===== src/rtl/rr_mux_sel_ctrl_pkg.sv =====
// Shared types and helpers for the round-robin select controller.
package rr_sel_pkg;

    localparam int NCH   = 4;
    localparam int SEL_W = 2;

    typedef enum logic {
        IDLE,
        ACTIVE
    } state_t;

    function automatic logic [NCH-1:0] idx_to_onehot(input logic [SEL_W-1:0] idx);
        logic [NCH-1:0] oh;
        oh      = '0;
        oh[idx] = 1'b1;
        return oh;
    endfunction

endpackage


===== src/rtl/rr_mux_sel_ctrl_if.sv =====
// Request/select bundle between requesters, the controller and the 4:1 selector.
interface rr_mux_sel_ctrl_if;
    import rr_sel_pkg::*;

    logic [NCH-1:0] req;
    logic           sel0;
    logic           sel1;
    logic [NCH-1:0] grant;
    logic           valid;
    logic           switch_p;

    modport master (
        output req,
        input  sel0, sel1, grant, valid, switch_p
    );

    modport slave (
        input  req,
        output sel0, sel1, grant, valid, switch_p
    );

endinterface


===== src/rtl/rr_mux_sel_ctrl_pick.sv =====
// Combinational round-robin picker: first set request scanning from ptr, optionally skipping one channel.
module rr_pick
    import rr_sel_pkg::*;
(
    input  logic [NCH-1:0]   req,
    input  logic [SEL_W-1:0] ptr,
    input  logic             excl_en,
    input  logic [SEL_W-1:0] excl_idx,
    output logic             found,
    output logic [SEL_W-1:0] idx
);

    logic [SEL_W-1:0] cand;

    always_comb begin
        found = 1'b0;
        idx   = '0;
        cand  = '0;
        for (int unsigned k = 0; k < NCH; k++) begin
            cand = ptr + SEL_W'(k);
            if (!found && req[cand] && !(excl_en && (cand == excl_idx))) begin
                found = 1'b1;
                idx   = cand;
            end
        end
    end

endmodule


===== src/rtl/rr_mux_sel_ctrl.sv =====
// Round-robin select controller driving sel1/sel0 of a 4:1 data selector with bounded dwell.
module rr_mux_sel_ctrl
    import rr_sel_pkg::*;
#(
    parameter int unsigned DWELL = 4,
    parameter int unsigned CNT_W = 8
) (
    input  logic               clk,
    input  logic               rst,
    rr_mux_sel_ctrl_if.slave   bus
);

    localparam logic [CNT_W-1:0] RELOAD = CNT_W'(DWELL - 1);

    state_t           state_q, state_d;
    logic [SEL_W-1:0] ptr_q, ptr_d;
    logic [CNT_W-1:0] cnt_q, cnt_d;
    logic [SEL_W-1:0] sel_q, sel_d;
    logic [NCH-1:0]   grant_q, grant_d;
    logic             valid_q, valid_d;
    logic             switch_q, switch_d;

    logic             pick_found;
    logic [SEL_W-1:0] pick_idx;
    logic [SEL_W-1:0] pick_ptr;
    logic             pick_excl;

    // While active the only decision is a release, which searches from g+1 and skips g.
    assign pick_excl = (state_q == ACTIVE);
    assign pick_ptr  = pick_excl ? (sel_q + 2'd1) : ptr_q;

    rr_pick u_pick (
        .req      (bus.req),
        .ptr      (pick_ptr),
        .excl_en  (pick_excl),
        .excl_idx (sel_q),
        .found    (pick_found),
        .idx      (pick_idx)
    );

    always_comb begin
        state_d  = state_q;
        ptr_d    = ptr_q;
        cnt_d    = cnt_q;
        sel_d    = sel_q;
        grant_d  = grant_q;
        valid_d  = valid_q;
        switch_d = 1'b0;

        unique case (state_q)
            IDLE: begin
                grant_d = '0;
                valid_d = 1'b0;
                if (pick_found) begin
                    state_d  = ACTIVE;
                    sel_d    = pick_idx;
                    grant_d  = idx_to_onehot(pick_idx);
                    valid_d  = 1'b1;
                    switch_d = 1'b1;
                    cnt_d    = RELOAD;
                end
            end
            ACTIVE: begin
                if ((cnt_q == '0) || !bus.req[sel_q]) begin
                    ptr_d = sel_q + 2'd1;
                    if (pick_found) begin
                        sel_d    = pick_idx;
                        grant_d  = idx_to_onehot(pick_idx);
                        switch_d = 1'b1;
                        cnt_d    = RELOAD;
                    end else begin
                        state_d = IDLE;
                        grant_d = '0;
                        valid_d = 1'b0;
                    end
                end else begin
                    cnt_d = cnt_q - 1'b1;
                end
            end
            default: begin
                state_d = IDLE;
                grant_d = '0;
                valid_d = 1'b0;
            end
        endcase
    end

    always_ff @(posedge clk) begin
        if (rst) begin
            state_q  <= IDLE;
            ptr_q    <= '0;
            cnt_q    <= '0;
            sel_q    <= '0;
            grant_q  <= '0;
            valid_q  <= 1'b0;
            switch_q <= 1'b0;
        end else begin
            state_q  <= state_d;
            ptr_q    <= ptr_d;
            cnt_q    <= cnt_d;
            sel_q    <= sel_d;
            grant_q  <= grant_d;
            valid_q  <= valid_d;
            switch_q <= switch_d;
        end
    end

    assign bus.sel0     = sel_q[0];
    assign bus.sel1     = sel_q[1];
    assign bus.grant    = grant_q;
    assign bus.valid    = valid_q;
    assign bus.switch_p = switch_q;

endmodule


===== src/flat_wrapper.sv =====
// flat-port wrapper written by rule: the top's interface ports become plain ports
module rr_mux_sel_ctrl_flat import rr_sel_pkg::*;
#(
    parameter int unsigned DWELL = 4,
    parameter int unsigned CNT_W = 8
)
  (clk, rst, bus_req, bus_sel0, bus_sel1, bus_grant, bus_valid, bus_switch_p);
  rr_mux_sel_ctrl_if bus_i ();
  input  logic clk;
  input  logic rst;
  input wire logic [$bits(bus_i.req)-1:0] bus_req;
  output wire logic [$bits(bus_i.sel0)-1:0] bus_sel0;
  output wire logic [$bits(bus_i.sel1)-1:0] bus_sel1;
  output wire logic [$bits(bus_i.grant)-1:0] bus_grant;
  output wire logic [$bits(bus_i.valid)-1:0] bus_valid;
  output wire logic [$bits(bus_i.switch_p)-1:0] bus_switch_p;
  assign bus_i.req = bus_req;
  assign bus_sel0 = bus_i.sel0;
  assign bus_sel1 = bus_i.sel1;
  assign bus_grant = bus_i.grant;
  assign bus_valid = bus_i.valid;
  assign bus_switch_p = bus_i.switch_p;
  rr_mux_sel_ctrl #(.DWELL(DWELL), .CNT_W(CNT_W)) u_core (.clk(clk), .rst(rst), .bus(bus_i));
endmodule

===== config.mk =====
export PLATFORM = sky130hd
export DESIGN_NAME = rr_mux_sel_ctrl_flat
export DESIGN_NICKNAME = d
export VERILOG_FILES = /design/src/rtl/rr_mux_sel_ctrl_pkg.sv /design/src/rtl/rr_mux_sel_ctrl_if.sv /design/src/rtl/rr_mux_sel_ctrl_pick.sv /design/src/rtl/rr_mux_sel_ctrl.sv /design/src/flat_wrapper.sv
export SDC_FILE = /design/constraint.sdc
export NUM_CORES = 1
export LEC_CHECK = 0
export CORE_MARGIN = 4
export CORE_UTILIZATION = 53
export CTS_BUF_LIST = sky130_fd_sc_hd__clkbuf_16
export CTS_CLUSTER_DIAMETER = 200
export DETAILED_ROUTE_END_ITERATION = 8
export PLACE_DENSITY = 0.72
export SLEW_MARGIN = 10
export SYNTH_ARGS = -nofsm -noshare
export SYNTH_HDL_FRONTEND = slang
export SYNTH_SLANG_ARGS = --single-unit

===== constraint.sdc =====
create_clock -name clk -period 5.15 [get_ports clk]
set_input_delay 0.515 -clock clk [delete_from_list [all_inputs] [get_ports clk]]
set_output_delay 0.515 -clock clk [all_outputs]
set_load 0.005 [all_outputs]

Yosys cells after proc, flatten, opt, wreduce, memory -nomap -nowiden. Cells that the tools add are included.

Output and inout bits: 8. Flip-flop bits (word level): 19.

Bitwise operators: 1. Mux-type cells: 38. Order comparisons: 7. Reductions and logical operators: 24. Add/sub/neg operators: 5. Equal/unequal tests: 6.

Operator list (count): 2-bit by 3-bit less-than comparator with 1-bit output (second input constant) (6); 8-bit two-way mux (2); 8-bit one-hot mux with 2 select lines (1); 1-bit two-way mux (15); 2-bit two-way mux (7); 1-bit logical AND (12); 1-bit binary-select mux with 2-bit select (5); 2-bit == test (4); 1-bit logical NOT (8); 8-bit logical NOT (1); 4-bit two-way mux (2); 4-bit one-hot mux with 2 select lines (1); 8-bit by 1-bit subtractor with 8-bit output (second input constant) (1); 1-bit one-hot mux with 2 select lines (3); 2-bit by 1-bit adder with 2-bit output (second input constant) (2); 2-bit adder (second input constant) (2); 2-bit != test (second input constant) (2); 2-bit one-hot mux with 2 select lines (1); 2-bit AND reduction (2); 1-bit demux with 2-bit select (1); 2-bit by 1-bit greater-or-equal comparator with 1-bit output (second input constant) (1); 1-bit logical OR (1); 1-bit inverter (1).

Logic depth before layout (Yosys ltp).
Depth after elaboration: 26. Depth in mapped cells: 8. Depth with buffers taken out: 7.

By module. From an unflattened synthesis, not the netlist that was laid out.

Cells, all modules: 137. Area, all modules: 1162.4 µm².

Modules (own cells, without submodules): rr_mux_sel_ctrl (instances 1, area each 1003.5 µm², cells each 116, sequential area each 380.4 µm²); rr_pick (instances 1, area each 158.9 µm², cells each 21, sequential area each 0.0 µm²).

Worst setup path after synthesis. No wires, ideal clock.

Path kind: input to register. Start: input bus_req[0]. End: register u_core.cnt_q[4]. Buffers on the path: 0. Arrival: 1.840 ns. Required time: 5.062 ns. Cell stages on the path: 6. Library setup time: 0.088 ns. Slack: 3.222 ns. Cell sequence: or4b_1 -> o31a_1 -> a211o_1 -> o31ai_4 -> nand3_4 -> a311oi_2.

Longest elaborated chain between the ends: 19. Elaborated cells on any way between the ends: 29. Those cells by class: mux (17); reduce/logical (12).

Ends and longest elaborated chain: start, declared (line flat_wrapper.sv:11) `input wire logic [$bits(bus_i.req)-1:0] bus_req;`; 1-bit binary-select mux with 2-bit select (line rr_mux_sel_ctrl_pick.sv:21) `if (!found && req[cand] && !(excl_en && (cand == excl_idx))) begin`; 1-bit two-way mux (implied by the code) (line rr_mux_sel_ctrl_pick.sv:21); 1-bit logical AND (line rr_mux_sel_ctrl_pick.sv:21); 1-bit two-way mux (line rr_mux_sel_ctrl_pick.sv:21); 1-bit logical NOT (line rr_mux_sel_ctrl_pick.sv:21); 1-bit logical AND (2 in a row) (line rr_mux_sel_ctrl_pick.sv:21); 1-bit two-way mux (line rr_mux_sel_ctrl_pick.sv:21); 1-bit logical NOT (line rr_mux_sel_ctrl_pick.sv:21); 1-bit logical AND (2 in a row) (line rr_mux_sel_ctrl_pick.sv:21); 1-bit two-way mux (line rr_mux_sel_ctrl_pick.sv:21); 1-bit logical NOT (line rr_mux_sel_ctrl_pick.sv:21); 1-bit logical AND (2 in a row) (line rr_mux_sel_ctrl_pick.sv:21); 1-bit two-way mux (line rr_mux_sel_ctrl_pick.sv:21); 8-bit two-way mux; 8-bit two-way mux (line rr_mux_sel_ctrl.sv:64) `if ((cnt_q == '0) || !bus.req[sel_q]) begin`; 8-bit one-hot mux with 2 select lines (*) (line rr_mux_sel_ctrl.sv:50) `unique case (state_q)`; end signal, assigned (line rr_mux_sel_ctrl.sv:100) `cnt_q <= cnt_d;`; end, declared (line rr_mux_sel_ctrl.sv:17) `logic [CNT_W-1:0] cnt_q, cnt_d;`.

Mark *: on every way between the ends. The rest lies on a longest branch, timed or not. The select of a mux whose other input is x is not followed. A chain may end at the register's enable or synchronous reset.

Worst setup path after layout.
Start: input bus_req[0]. End: register u_core.cnt_q[6].

Same word-level chain as after synthesis.

==> metrics.txt <==
initial drt markers 47; final hold vios 0; Post-DP HPWL 2.36 mm; CTS tree done; hold endpoint u_core.bus.grant[0]; fin. max-slew vios 0; Req. time, crit path 5.30 ns; Worst-path clk slew 0.05 ns; Multi-input gate area 957 um^2; Fin Hold WS 0.449 ns; antenna violations before repair 0; vias per inst 6.35; post-layout util 63.9%; Synth top cells by count dfxtp_1 (19), nand2_1 (15), nor2_1 (10); post-layout min period 2.59 ns; hold buffers post-CTS 0; diode count 0; core area 2520 um^2; syn_nets 179; GRT overflow 0; Placement Cell Area 1530 um^2; final WL 3.26 mm; R2R Setup Slk 2.60 ns; I/O pin cnt 14; Yosys warnings 0; max-cap viol count 0; cell with the most instances after synthesis dfxtp_1; # placed instances 201; Period Utilization, post-route 50.3%; startpoint types primary input; Worst R2R Start u_core.pick_excl; post-route design area 1610 um^2; routed length per placed instance 15.9 um; unrepaired setup endpoints after global routing false; Int Power 0.416 mW; share of layout cells above drive strength 1 12.0%; relative slew slack 52.7%; Die Height 59.8 um; Flop pwr share 34.0%; Static Leak 0.610 nW; NumNets Final 184; filler instances 228; flip-flop and latch area 380 um^2; PortBufs 13; clk_lat worst skew 0.25 ns; crit path capture type register; Final setup viols 0; overall power 0.669 mW; router iterations before antenna repair 4; Sw Share 37.8%; Synth-to-Final Area Change 13.5%; Setup TNS 0 ns; register bit total from synthesis 19; top_reg_cell synth dfxtp_1; critical-path cell list clkdlybuf4s50_1, or4b_1, o31a_1, a211o_1, o31ai_4, nand3_4, a311oi_2; clock power share 23.3%; f_max 0.386 GHz; PwrDens 415 nW/um^2; Cells after Synth 171; r2r worst-path depth 6; die width 59.8 um; critical path's slowest cell clkdlybuf4s50_1; first-pass GRT wire length 5.82 mm; Critical Path Fanout Max 15; register area share after synthesis 26.8%; DRC Markers 0; outcome complete, no violations; antenna-violating nets left 0; peak supply drop 0.391 mV; crit path DAT 2.74 ns; combinational share of power 42.8%; Worst Slack Setup Final 2.56 ns; class of the worst hold path register to register; CP max stage delay 0.66 ns; initial core utilization 56.3%; die area 3570 um^2; via count 1301; WS Path Type primary input to register; Worst Max-Slew Pin Slew 0.708 ns; cell types occupying the most area after synthesis dfxtp_1 (27%), mux2i_1 (4.9%), o31ai_1 (4.2%); vias in the first global route 1216; GRT Total Usage 20.6%; row cnt 18; EDFF count, synth 0; top cell type's share of synthesized area 26.8%; Setup Buffers After CTS 0; RD Place Congestion 0.863; pre-CTS setup slack 2.32 ns; Distinct cells, synth 54; clk sink count 19; asr flop ratio synth 0%; non-filler cells, final 205; NetSw 0.253 mW; Worst R2R End u_core.cnt_q[6]; CTS H-tree depth 1; clk root buf clkbuf_16; CTS Buf Count 3; Resized Gates After CTS 0; HP Start u_core.bus.grant[0]; largest net degree at the start of global routing 24; clock buffer depth 2; mapped cell area 1420 um^2; Hold Path Depth 2; clock skew 0.00228 ns; Syn Area/Cell 8.30 um^2; Yosys top cell by area dfxtp_1
-- placed cells by master, fill, tap and decap left out, types with 2 or more instances in the layout --
master           synthesis  final
mux2i_1                  7      7
o31ai_1                  8      8
xnor2_1                  2      2
clkbuf_16                0      3
a21oi_1                  8      8
o21a_1                   2      2
dfxtp_1                 19     19
a311oi_2                 3      3
nor3_1                   8      8
o21ai_1                  4      4
clkdlybuf4s50_1          0     13
nand2_1                 15     15
and3b_1                  2      2
mux4_2                   2      2
a31oi_1                  6      6
nand2b_1                 2      2
o21ai_0                  7      7
ha_1                     2      2
inv_2                    2      2
nor2_1                  10     10
and3_1                   3      3
nand3_1                  3      3
a2bb2oi_1                2      2
inv_1                    5      5
nor2b_1                  8      8
-- power by group through the flow --
| stage | clock network (mW) | registers (mW) | logic [mW] |
|---|---|---|---|
| 2_1_floorplan | 0 | 0.197 | 0.239 |
| 3_3_place_gp | 0 | 0.227 | 0.279 |
| 3_5_place_dp | 0 | 0.229 | 0.283 |
| 4_1_cts | 0.159 | 0.226 | 0.286 |
| 5_1_grt | 0.165 | 0.234 | 0.319 |
| 6_report | 0.156 | 0.227 | 0.286 |
-- cells by family (layout without fill, tap and decap cells) --
logic type / after synthesis / in the layout / share of synthesized area [%]
XOR/XNOR: 3 / 3 / 1.85
multiplexers: 11 / 11 / 10.5
AND/OR/NAND/NOR: 64 / 64 / 25.1
buffers and inverters: 20 / 24 / 5.82
AO/OA/AOI/OAI: 52 / 52 / 28.2
flip-flops: 19 / 19 / 26.8
adder cells (fa/ha/maj): 2 / 2 / 1.76
-- worst max-delay path, delay by kind of cell --
family,cells,cell delay [ns]
compound gates,4,0.79
simple gates,2,0.77
buf+inv,1,0.66
-- area by class of cell --
| type | count | area share (%) |
|---|---|---|
| multi-input cells | 132 | 59.4 |
| flip-flops and latches | 19 | 23.6 |
| repair buffers | 13 | 8.07 |
| clock buffers | 3 | 4.66 |
| well taps | 30 | 2.33 |
| inverters | 7 | 1.63 |
| clock inverters | 1 | 0.311 |
-- flip-flops by register name, indices dropped and copies added, names as in the netlist --
register and cells:
u_core.bus.grant 4, u_core.bus.switch_p 1, u_core.bus.valid 1, u_core.cnt_q 8
u_core.pick_excl 1, u_core.ptr_q 2, u_core.sel_q 2
-- layer usage --
layer	GRT usage (%)	up-vias	wire length, um
li1	-	647	-
met4	2.53	0	0
met1	30.0	607	1530
met5	0	-	0
met2	31.5	47	1500
met3	5.18	0	241
-- worst max path at each step --
stage                      from              end  slack (ns)
2_1_floorplan        bus_req[0]  u_core.cnt_q[4]        3.22
3_3_place_gp         bus_req[0]  u_core.sel_q[1]        2.40
3_5_place_dp         bus_req[0]  u_core.cnt_q[4]        2.32
4_1_cts              bus_req[0]  u_core.cnt_q[6]        2.56
5_1_grt        u_core.pick_excl  u_core.cnt_q[6]        2.42
6_report             bus_req[0]  u_core.cnt_q[6]        2.56
No activity file was read; power rests on OpenSTA's default activity.
